## config.mk

```make
export PLATFORM = sky130hd
export DESIGN_NAME = ser_to_par_gen
export DESIGN_NICKNAME = d
export VERILOG_FILES = /design/src/rtl/ser_to_par_gen.sv
export SDC_FILE = /design/constraint.sdc
export NUM_CORES = 1
export LEC_CHECK = 0
export ABC_AREA = 1
export BUFFER_PORTS_ARGS = -buffer_cell sky130_fd_sc_hd__buf_4
export CAP_MARGIN = 10
export CORE_MARGIN = 2
export CORE_UTILIZATION = 46
export DETAILED_ROUTE_END_ITERATION = 8
export GPL_TIMING_DRIVEN = 0
export PLACE_DENSITY_LB_ADDON = 0.05
export SLEW_MARGIN = 20
export SYNTH_ARGS = -nofsm -noshare
export SYNTH_HDL_FRONTEND = slang
export SYNTH_SLANG_ARGS = --single-unit
```

## constraint.sdc

```tcl
create_clock -name clk -period 1.36 [get_ports clk]
set_clock_uncertainty 0.2 [all_clocks]
set_input_delay 0.068 -clock clk [delete_from_list [all_inputs] [get_ports clk]]
set_output_delay 0.068 -clock clk [all_outputs]
set_load 0.02 [all_outputs]
```

## src/rtl/ser_to_par_gen.sv

```systemverilog
// ser_to_par_gen
//   Parametrised serial-to-parallel deserialiser. Collects WIDTH qualified
//   serial bits into a word (MSB-first or LSB-first), resynchronises on
//   frame_start, and offers each completed word on a valid/ready port backed
//   by a one-word holding register. A word that completes while the holding
//   register is still occupied and not being drained is dropped, and the
//   sticky overrun flag is set.
//
// Parameters
//   WIDTH      word length in bits (2..64)
//   MSB_FIRST  1: first bit lands in par_out[WIDTH-1]; 0: first bit in par_out[0]
//   CW         width of bit_cnt (derived)
//
// Ports
//   clk          rising-edge clock
//   reset        synchronous, active-high
//   ser_in       serial data bit, sampled when ser_valid=1
//   ser_valid    bit qualifier
//   frame_start  discard partial word and restart
//   par_ready    consumer accepts par_out when par_valid=1
//   overrun_clr  clears the sticky overrun flag
//   par_out      assembled word, stable while par_valid=1
//   par_valid    a word is pending on par_out
//   bit_cnt      bits collected for the current partial word
//   overrun      sticky: a completed word was dropped
module ser_to_par_gen #(
  parameter int WIDTH     = 8,
  parameter bit MSB_FIRST = 1'b1,
  localparam int CW       = $clog2(WIDTH)
) (
  input  logic             clk,
  input  logic             reset,
  input  logic             ser_in,
  input  logic             ser_valid,
  input  logic             frame_start,
  input  logic             par_ready,
  input  logic             overrun_clr,
  output logic [WIDTH-1:0] par_out,
  output logic             par_valid,
  output logic [CW-1:0]    bit_cnt,
  output logic             overrun
);

  localparam logic [0:0]    EMPTY    = 1'b0;
  localparam logic [0:0]    FULL     = 1'b1;
  localparam logic [CW-1:0] LAST_BIT = CW'(WIDTH - 1);

  logic [WIDTH-1:0] sr_p0;
  logic [WIDTH-1:0] sr_nxt;
  logic [CW-1:0]    cnt_nxt;
  logic             done_p0;
  logic [0:0]       state_p1;
  logic [0:0]       state_nxt;
  logic             load;
  logic             drop;

  function automatic logic [WIDTH-1:0] shift_in(input logic [WIDTH-1:0] cur,
                                                 input logic             b);
    if (MSB_FIRST)
      return {cur[WIDTH-2:0], b};
    else
      return {b, cur[WIDTH-1:1]};
  endfunction

  // Stage p0: bit gathering into the shift register
  always_comb begin
    sr_nxt  = sr_p0;
    cnt_nxt = bit_cnt;
    done_p0 = 1'b0;
    if (frame_start) begin
      if (ser_valid) begin
        // The resync bit is the first bit of a fresh word; old contents are
        // zeroed so nothing of the discarded partial word can survive.
        sr_nxt  = shift_in('0, ser_in);
        cnt_nxt = CW'(1);
      end else begin
        sr_nxt  = '0;
        cnt_nxt = '0;
      end
    end else if (ser_valid) begin
      sr_nxt = shift_in(sr_p0, ser_in);
      if (bit_cnt == LAST_BIT) begin
        done_p0 = 1'b1;
        cnt_nxt = '0;
      end else begin
        cnt_nxt = bit_cnt + CW'(1);
      end
    end
  end

  // Stage p1: one-word holding register with valid/ready handshake
  always_comb begin
    state_nxt = state_p1;
    load      = 1'b0;
    drop      = 1'b0;
    case (state_p1)
      EMPTY: begin
        if (done_p0) begin
          load      = 1'b1;
          state_nxt = FULL;
        end
      end
      FULL: begin
        if (par_ready) begin
          // Drain and refill on the same edge is back-to-back, not a drop.
          if (done_p0)
            load = 1'b1;
          else
            state_nxt = EMPTY;
        end else if (done_p0) begin
          drop = 1'b1;
        end
      end
      default: state_nxt = EMPTY;
    endcase
  end

  always_ff @(posedge clk) begin
    if (reset) begin
      sr_p0    <= '0;
      bit_cnt  <= '0;
      state_p1 <= EMPTY;
      par_out  <= '0;
      overrun  <= 1'b0;
    end else begin
      sr_p0    <= sr_nxt;
      bit_cnt  <= cnt_nxt;
      state_p1 <= state_nxt;
      if (load)
        par_out <= sr_nxt;
      // A drop on the same edge as a clear leaves the flag set.
      overrun  <= drop | (overrun & ~overrun_clr);
    end
  end

  assign par_valid = (state_p1 == FULL);

endmodule

```

==> flow_summary.ini, run 1 <==
[run_status]
status = complete, but fails checks
violations = negative hold slack, negative setup slack

[worst_setup_path]
max_stage_delay_ps = 390
path_cells = ha_4, ha_4, nand2_4, nor2_4, nand2_4, buf_4, nor2_1, nor2_1
crit_path_start = bit_cnt[1]
cp_slowest_cell = dfxtp_4
crit_fanout = 7
required_ps = 1390
r2r-start = bit_cnt[1]
r2r-end = par_out[5]
cp_top_family = simple AND/OR/NAND/NOR gates
reg2reg_slack_ps = -170
critPathArrivalTime_ps = 1560
startpoint_type = flop
setup.worst_path.class = flop to flop
critPathBufInv = 1
ff2ff_path_depth = 8
cp-end-kind = flop

[floorplan]
start_util_pct = 49.86
ios = 20
die_w_um = 47.73
die-area_um2 = 2278
die_h_um = 47.73
core_area_um2 = 1764
rows = 15

[clock_tree]
numClockSinks = 21
cts_root_buffer = clkbuf_4
clkTransAtPathRegs_ps = 130
htreeDepth = 1
clk_latency_ps = 320
cts_tree = yes
cts_made_buffers = 3
max-clock-path-buffers = 2

[synthesis]
synthesis.nets = 135
yosysTopAreaCellShare_pct = 47.80
yosysTopAreaCell = dfxtp_1
ys_seq_area_share_pct = 47.80
yosys-top-cells-area = dfxtp_1 48%, nand2_1 18%, nor2_1 9.0%, a21oi_1 6.8%, inv_1 6.0%
ys_warn_count = 0
synth_area_per_cell_um2 = 6.981
ys_ff_latch = 21
ys_types = 14
synth_area_um2 = 879.6
syn_inst = 126

[route]
routed_wl_um = 2273
drc = 0
dr.pass1.iters = 5
num_vias = 934
final_antenna_net_count = 0
viasPerCell = 4.942
first_iter_violations = 27
wl_per_cell_um = 12.03

[finish]
layout-drive-gt1-share_pct = 30.49
final_common_cell = nand2_1
fin_util_pct = 72.84
fin_area_um2 = 1285
area_growth_pct = 46.09
final_nets = 174
diodes = 0
nFillCells = 139
mostFrequentLayoutCells = 39 x nand2_1, 27 x buf_4, 17 x dfxtp_1

[placed_design]
place_area_um2 = 1095
hpwlAfterDp_um = 1244
place.gp.congestion = 0.7113
io_buffers = 19

[pwr]
p_leak_nw = 0.6601
irDropWorstVdd_v = 0.0006334
p_per_area_nw_per_um2 = 807.0
power_mw = 1.037

[timing]
relSlewSlack_pct = 67.76
drv_slew = 0
final_hold_viol_count = 1
tightest_slew_ps = 483.6
max_freq_ghz = 0.6530
setup_slack_ps = -171.4
setup_viol = 11
holdWs_ps = -23.12
period_share_pct = 112.6
rsz0062_at_grt = true
min_period_ps = 1531

[worst_hold_path]
holdPathStages = 6
hp-start = par_ready
min_to = overrun
hold_path_class = primary input to flop

[grt]
grt_max_degree = 13
grt_pass1_wl_um = 3015
grt_overflow = 0
antenna_found_initial = 0
grt_usage_pct = 19.01
grt_pass1_vias = 737

[flow_run]
maxCapViolations = 0
power breakdown:
group	total [mW]	internal, mW	switching (mW)
Clock	0.319	0.110	0.209
Sequential	0.622	0.618	0.00412
Combinational	0.0957	0.0457	0.0500
cells in the mapped netlist:
master and count:
clkbuf_1 1, nand3_1 7, ha_1 2, o21ai_0 1
a21oi_1 12, dfxtp_1 21, nor2_4 1, nor2_1 21
nand2_1 42, buf_6 1, nand2_2 1, buf_2 1
inv_1 14, buf_4 1
metrics by stage:
stage	setup WS (ps)	setup TNS [ps]	instances
2_1_floorplan	-103.7	-815.5	126
3_3_place_gp	-169.9	-1078	170
3_5_place_dp	-176.2	-1155	170
4_1_cts	-138.7	-1058	186
5_1_grt	-258.9	-2120	189
6_report	-171.4	-1429	189
final cells by class:
class,instances,area [um^2],area share [%]
well taps,25,31.28,2.434
clock inverters,1,5.005,0.3895
flip-flops and latches,21,430.4,33.50
plain buffers,4,30.03,2.337
repair buffers,34,275.3,21.42
multi-input cells,87,437.9,34.08
inverters,14,52.55,4.090
clock buffers,3,22.52,1.753
logic make-up (layout without fill, tap and decap cells):
logic type,after synthesis,count (layout),share of synthesized area (%)
AOI/OAI and AO/OA,13,13,7.397
adders and majority gates,2,2,2.844
buffers and inverters,18,56,9.103
DFF,21,21,47.79
and+or+nand+nor,72,72,32.86
routing by layer:
metal  vias to the layer above  GRT usage, %  wire [um]
met2                        25         31.20       1193
met3                         6         3.396         77
met1                       443         24.48        948
met4                         0         8.108         53
li1                        460             -          -
met5                         -             0          0
repair_timing:
action,in CTS,in global routing
setup buffers,3,3
pin swaps,2,6
gates resized for setup,2,10
gates cloned,1,0
endpoints found under the setup margin,8,10
hold endpoints to repair,15,1
hold buffers,8,1
worst max-delay path by stage:
stage / depth (start not counted) / slack (ps) / to
floorplan: 8 / -100 / par_out[2]
global placement: 8 / -170 / par_out[0]
detailed placement: 8 / -180 / par_out[0]
CTS: 9 / -140 / par_out[6]
global route: 9 / -260 / par_out[6]
finish: 8 / -170 / par_out[5]
state kept, by name, summed over array words and instances (netlist names):
signal / count
par_out: 8
sr_p0: 8
bit_cnt: 3
par_valid: 1
overrun: 1
worst reg2reg max path, delay by kind of cell (launching register included):
kind / cells / cell delay [ps]
DFF: 1 / 390
and+or+nand+nor: 5 / 410
adders and majority gates: 2 / 290
buffers and inverters: 1 / 170
(Power assumes the default switching activity.)
==> run 2: changes to the inputs <==
- CORE_UTILIZATION: 46 -> 51
- clock period: 1.36 -> 1.7 ns (I/O delays scaled with it)
==> run 2 against run 1 <==
  * Flip-flop and latch count is the same
  * Critical endpoint is now par_out[3]
  * Worst hold slack improved by 290 ps
  * Combinational power down 31%
  * Utilization fell by 1.6 points
  * The run now ends clean
  * Count of clock-buffer cells in the layout up 1
  * Sequential power shrank 20%
  * Routed wire length is 19% lower
  * Total power fell by 22%
==> flow_summary.ini, run 2 (synthesized netlist as in run 1, its figures left out) <==
[grt]
grt_pass1_vias = 706
grt_max_degree = 12
grt_usage_pct = 19.28
antenna_found_initial = 0
grt_pass1_wl_um = 2870
grt_overflow = 0

[worst_setup_path]
r2r-start = bit_cnt[0]
r2r-end = par_out[3]
ff2ff_path_depth = 8
setup.worst_path.class = flop to flop
crit_fanout = 10
crit_path_start = bit_cnt[0]
reg2reg_slack_ps = 60
startpoint_type = flop
cp-end-kind = flop
required_ps = 1720
critPathArrivalTime_ps = 1650

[timing]
final_hold_viol_count = 0
max_freq_ghz = 0.6105
period_share_pct = 96.35
min_period_ps = 1638
finalSetupTns_ps = 0
setup_slack_ps = 62.10
relSlewSlack_pct = 71.59
drv_slew = 0
setup_viol = 0
tightest_slew_ps = 426.2
holdWs_ps = 271.8

[route]
wl_per_cell_um = 10.40
drc = 0
routed_wl_um = 1841
num_vias = 837
viasPerCell = 4.729
dr.pass1.iters = 4
first_iter_violations = 21
final_antenna_net_count = 0

[finish]
mostFrequentLayoutCells = 42 x nand2_1, 25 x buf_4, 19 x dfxtp_1
area_growth_pct = 35.28
layout-drive-gt1-share_pct = 24.38
stdcell_count = 177
final_nets = 170
nFillCells = 151
reg.largest.list = par_out: 8 flops, sr_p0: 8 flops, bit_cnt: 3 flops
fin_area_um2 = 1190
final_common_cell = nand2_1
fin_util_pct = 71.24
diodes = 0

[clock_tree]
numClockSinks = 21
max-clock-path-buffers = 2
htreeDepth = 1
cts_tree = yes
cts_root_buffer = clkbuf_4
clk_latency_ps = 310
cts_made_buffers = 3
clkTransAtPathRegs_ps = 120

[placed_design]
place_area_um2 = 1044
hpwlAfterDp_um = 1179
place.gp.congestion = 0.7542
dp_cells = 162
dpl_worst_slack_ps = 35.36
io_buffers = 19

[pwr]
power_mw = 0.8093
irDropWorstVdd_v = 0.0004556
p_leak_nw = 0.6234
p_per_area_nw_per_um2 = 680.1

[floorplan]
die_h_um = 45.53
rows = 15
die_w_um = 45.53
start_util_pct = 52.66
die-area_um2 = 2073
ios = 20
core_area_um2 = 1670

[run_status]
status = finished clean

[flow_run]
maxCapViolations = 0

[worst_hold_path]
holdPathStages = 2
hp-start = overrun
min_to = overrun
hold_path_class = flop to flop
==> run 2: layout make-up <==
cell class                 instances  area [um^2]  area share [%]
buffer                             4        27.53           2.313
clock buffer                       4        26.28           2.208
multi-input combinational         87        396.6           33.33
sequential                        21        425.4           35.75
tap                               17        21.27           1.788
inverter                          14        52.55           4.416
timing repair buffer              30        240.2           20.19
==> run 2: repair_timing <==
item | CTS | global route
setup endpoints to repair | 0 | 8
setup buffers | 0 | 5
endpoints found under the hold margin | 15 | 0
gates resized for setup | 0 | 9
hold buffers | 6 | 0
==> run 2: worst max path at each step <==
| stage | to | slack, ps | cells after the start |
|---|---|---|---|
| global route | par_out[3] | -40 | 8 |
| global placement | par_out[2] | 50 | 8 |
| CTS | par_out[1] | 6 | 8 |
| detailed placement | par_out[1] | 40 | 8 |
| floorplan | par_out[0] | 40 | 8 |
| finish | par_out[3] | 60 | 8 |
==> run 2: report_power, final <==
part	switching (mW)	total [mW]	internal [mW]
Combinational	0.0346	0.0662	0.0317
Sequential	0.00250	0.498	0.495
Clock	0.154	0.245	0.0917
==> run 2: critical path: stages (launching register included) <==
cell,delay (ps)
dfxtp_4,370
ha_1,150
ha_2,180
nand2_1,80
nor2_4,160
nand2_4,100
buf_6,150
nor2_1,110
nor2_1,50
==> run 2: per-layer routing <==
| layer | vias up | GRT usage, % | share of wire, % |
|---|---|---|---|
| met5 | - | 0 | 0 |
| met3 | 5 | 3.571 | 4.9 |
| met4 | 0 | 8.824 | 1.7 |
| met1 | 352 | 25.37 | 45 |
| met2 | 29 | 30.42 | 49 |
| li1 | 451 | - | - |
==> run 3: changes to the inputs <==
- ABC_AREA: 1 -> unset
- CORE_UTILIZATION: 51 -> 48
==> run 3 against run 2 <==
  * Flip-flop and latch count down 1
  * Register-to-register slack about the same
  * Critical endpoint is now par_out[6]
  * First-iteration DRC count down 71%
  * Worst hold slack better by 16 ps
  * Count of clock-buffer cells in the layout down 1
  * Synthesized cell count down 44%
  * Critical path type unchanged
==> flow_summary.ini, run 3 <==
[clock_tree]
max-clock-path-buffers = 2
cts_root_buffer = clkbuf_4
clkTransAtPathRegs_ps = 120
clk_latency_ps = 300
cts_tree = yes
cts_made_buffers = 3
numClockSinks = 20
htreeDepth = 1

[worst_hold_path]
hold_path_class = flop to flop

[route]
final_antenna_net_count = 0
wl_per_cell_um = 13.35
dr.pass1.iters = 3
first_iter_violations = 6
viasPerCell = 5.274
drc = 0
routed_wl_um = 1562
num_vias = 617

[floorplan]
ios = 20
start_util_pct = 50.51
die-area_um2 = 1879
die_w_um = 43.35
die_h_um = 43.35
core_area_um2 = 1471
rows = 14

[placed_design]
dp_cells = 104
place.gp.congestion = 0.7081
io_buffers = 18
hpwlAfterDp_um = 959.7
dpl_worst_slack_ps = -53.67
place_area_um2 = 902.1

[timing]
max_freq_ghz = 0.6124
setup_viol = 0
min_period_ps = 1633
relSlewSlack_pct = 72.12
final_hold_viol_count = 0
tightest_slew_ps = 417.3
finalSetupTns_ps = 0
drv_slew = 0
setup_slack_ps = 66.97
rsz0062_at_grt = false
period_share_pct = 96.06

[finish]
largest_reg_flops = 8
diodes = 0
stdcell_count = 117
reg.largest.list = par_out: 8 flops, sr_p0: 7 flops, bit_cnt: 3 flops
mostFrequentLayoutCells = 20 x buf_4, 19 x dfxtp_1, 14 x nor2_1
regArea_um2 = 401.6
multi_input_area_um2 = 336.6
layout-drive-gt1-share_pct = 31.68
area_growth_pct = 41.58
largest_register = par_out
fin_area_um2 = 1052
final_nets = 111
final_common_cell = buf_4
nFillCells = 129

[synthesis]
yosys.area_share.simple_pct = 15.49
synth_common_cells = 20 x dfxtp_1, 14 x nor2_1, 8 x mux2i_1, 7 x a22o_1, 4 x a21oi_1
ys_warn_count = 0
synth_mux_area_share_pct = 10.77
synth_fa_ha_area_share_pct = 3.367
yosys-top-cells-area = dfxtp_1 54%, mux2i_1 11%, a22o_1 8.2%, nor2_1 7.1%, ha_1 3.4%
syn_inst = 70
ys_ff_latch = 20
yosysMostFrequentCell = dfxtp_1
synthesis.nets = 79
yosysTopAreaCell = dfxtp_1
ys_types = 18
synth_compound_area_share_pct = 13.64
synth_ff_type = dfxtp_1
async_flop_share_pct = 0
synth_xor_area_share_pct = 0
synth_enable_flop_cells = 0
yosysTopAreaCellShare_pct = 53.87
synth_top_family_by_area = simple AND/OR/NAND/NOR gates
ys_seq_area_share_pct = 53.87
synth_area_um2 = 743.2
synth_area_per_cell_um2 = 10.62

[run_status]
status = finished clean

[worst_setup_path]
startpoint_type = flop
critPathArrivalTime_ps = 1680
required_ps = 1740
crit_fanout = 7
setup.worst_path.class = flop to flop
cp-end-kind = flop

[grt]
grt_usage_pct = 18.17
grt_overflow = 0
grt_pass1_vias = 582
antenna_found_initial = 0
grt_max_degree = 13
grt_pass1_wl_um = 2504

[pwr]
p_leak_nw = 0.4699
power_mw = 0.9266
p_per_area_nw_per_um2 = 880.6
irDropWorstVdd_v = 0.0008004

[flow_run]
maxCapViolations = 0
[run 3: changes by cell type in the layout (fill, tap and decap cells not counted), moves of 3 or more]
cell / change
a21oi_1: -9
a22o_1: +7
buf_4: -5
inv_1: -14
mux2i_1: +8
nand2_1: -40
nand3_1: -6
nor2_1: -3
nor2_2: -4
[run 3: area by class of cell]
type	count	share of cell area (%)
clock buffer	3	2.140
buffer	3	2.021
sequential	20	38.17
clock inverter	1	2.854
tap	16	1.902
multi-input combinational	47	31.99
timing repair buffer	27	20.93
[run 3: stage by stage]
stage / hold slack [ps] / util (%)
CTS: 286.8 / 70.32
global route: 305.2 / 71.51
global placement: 110.5 / 61.31
detailed placement: 108.7 / 61.31
finish: 288.0 / 71.51
floorplan: -45.93 / -
[run 3: cells by family (layout without fill, tap and decap cells)]
family	Yosys count	count (layout)
and+or+nand+nor	23	23
DFF	20	20
AOI/OAI and AO/OA	14	14
muxes	8	8
buffers and inverters	3	34
adders and majority gates	2	2
[run 3: worst max-delay path: stages, from the launching register on]
cell and delay [ps]:
dfxtp_2 360, ha_1 200, ha_2 180, and3b_2 240, a21oi_4 230, a22o_1 170
[run 3: per-layer routing]
metal / vias up / part of all wire (%) / global-route usage, %
met5: - / 0 / 0
met3: 2 / 5.1 / 6.250
li1: 306 / - / -
met1: 294 / 44 / 20.27
met4: 0 / 0.83 / 3.636
met2: 15 / 50 / 33.43
[run 3: worst paths after layout]
check                   from         end  slack, ps  depth (start not counted)
setup / recovery  bit_cnt[0]  par_out[6]         70                          5
setup reg to reg  bit_cnt[0]  par_out[6]         70                          5
hold / removal    par_out[7]  par_out[7]        290                          1
hold reg to reg   par_out[7]  par_out[7]        290                          1
[run 3: report_power, final]
part / leakage [nW] / switching [mW] / internal, mW
clock network: 0.0279 / 0.147 / 0.238
logic: 0.280 / 0.0300 / 0.0349
registers: 0.162 / 0.00378 / 0.473
[run 3: what timing repair did]
action	CTS	global route
setup endpoints to repair	7	7
buffers inserted	0	2
hold endpoints to repair	10	0
resized for setup	3	1
pin swaps	3	3
hold buffers	7	0
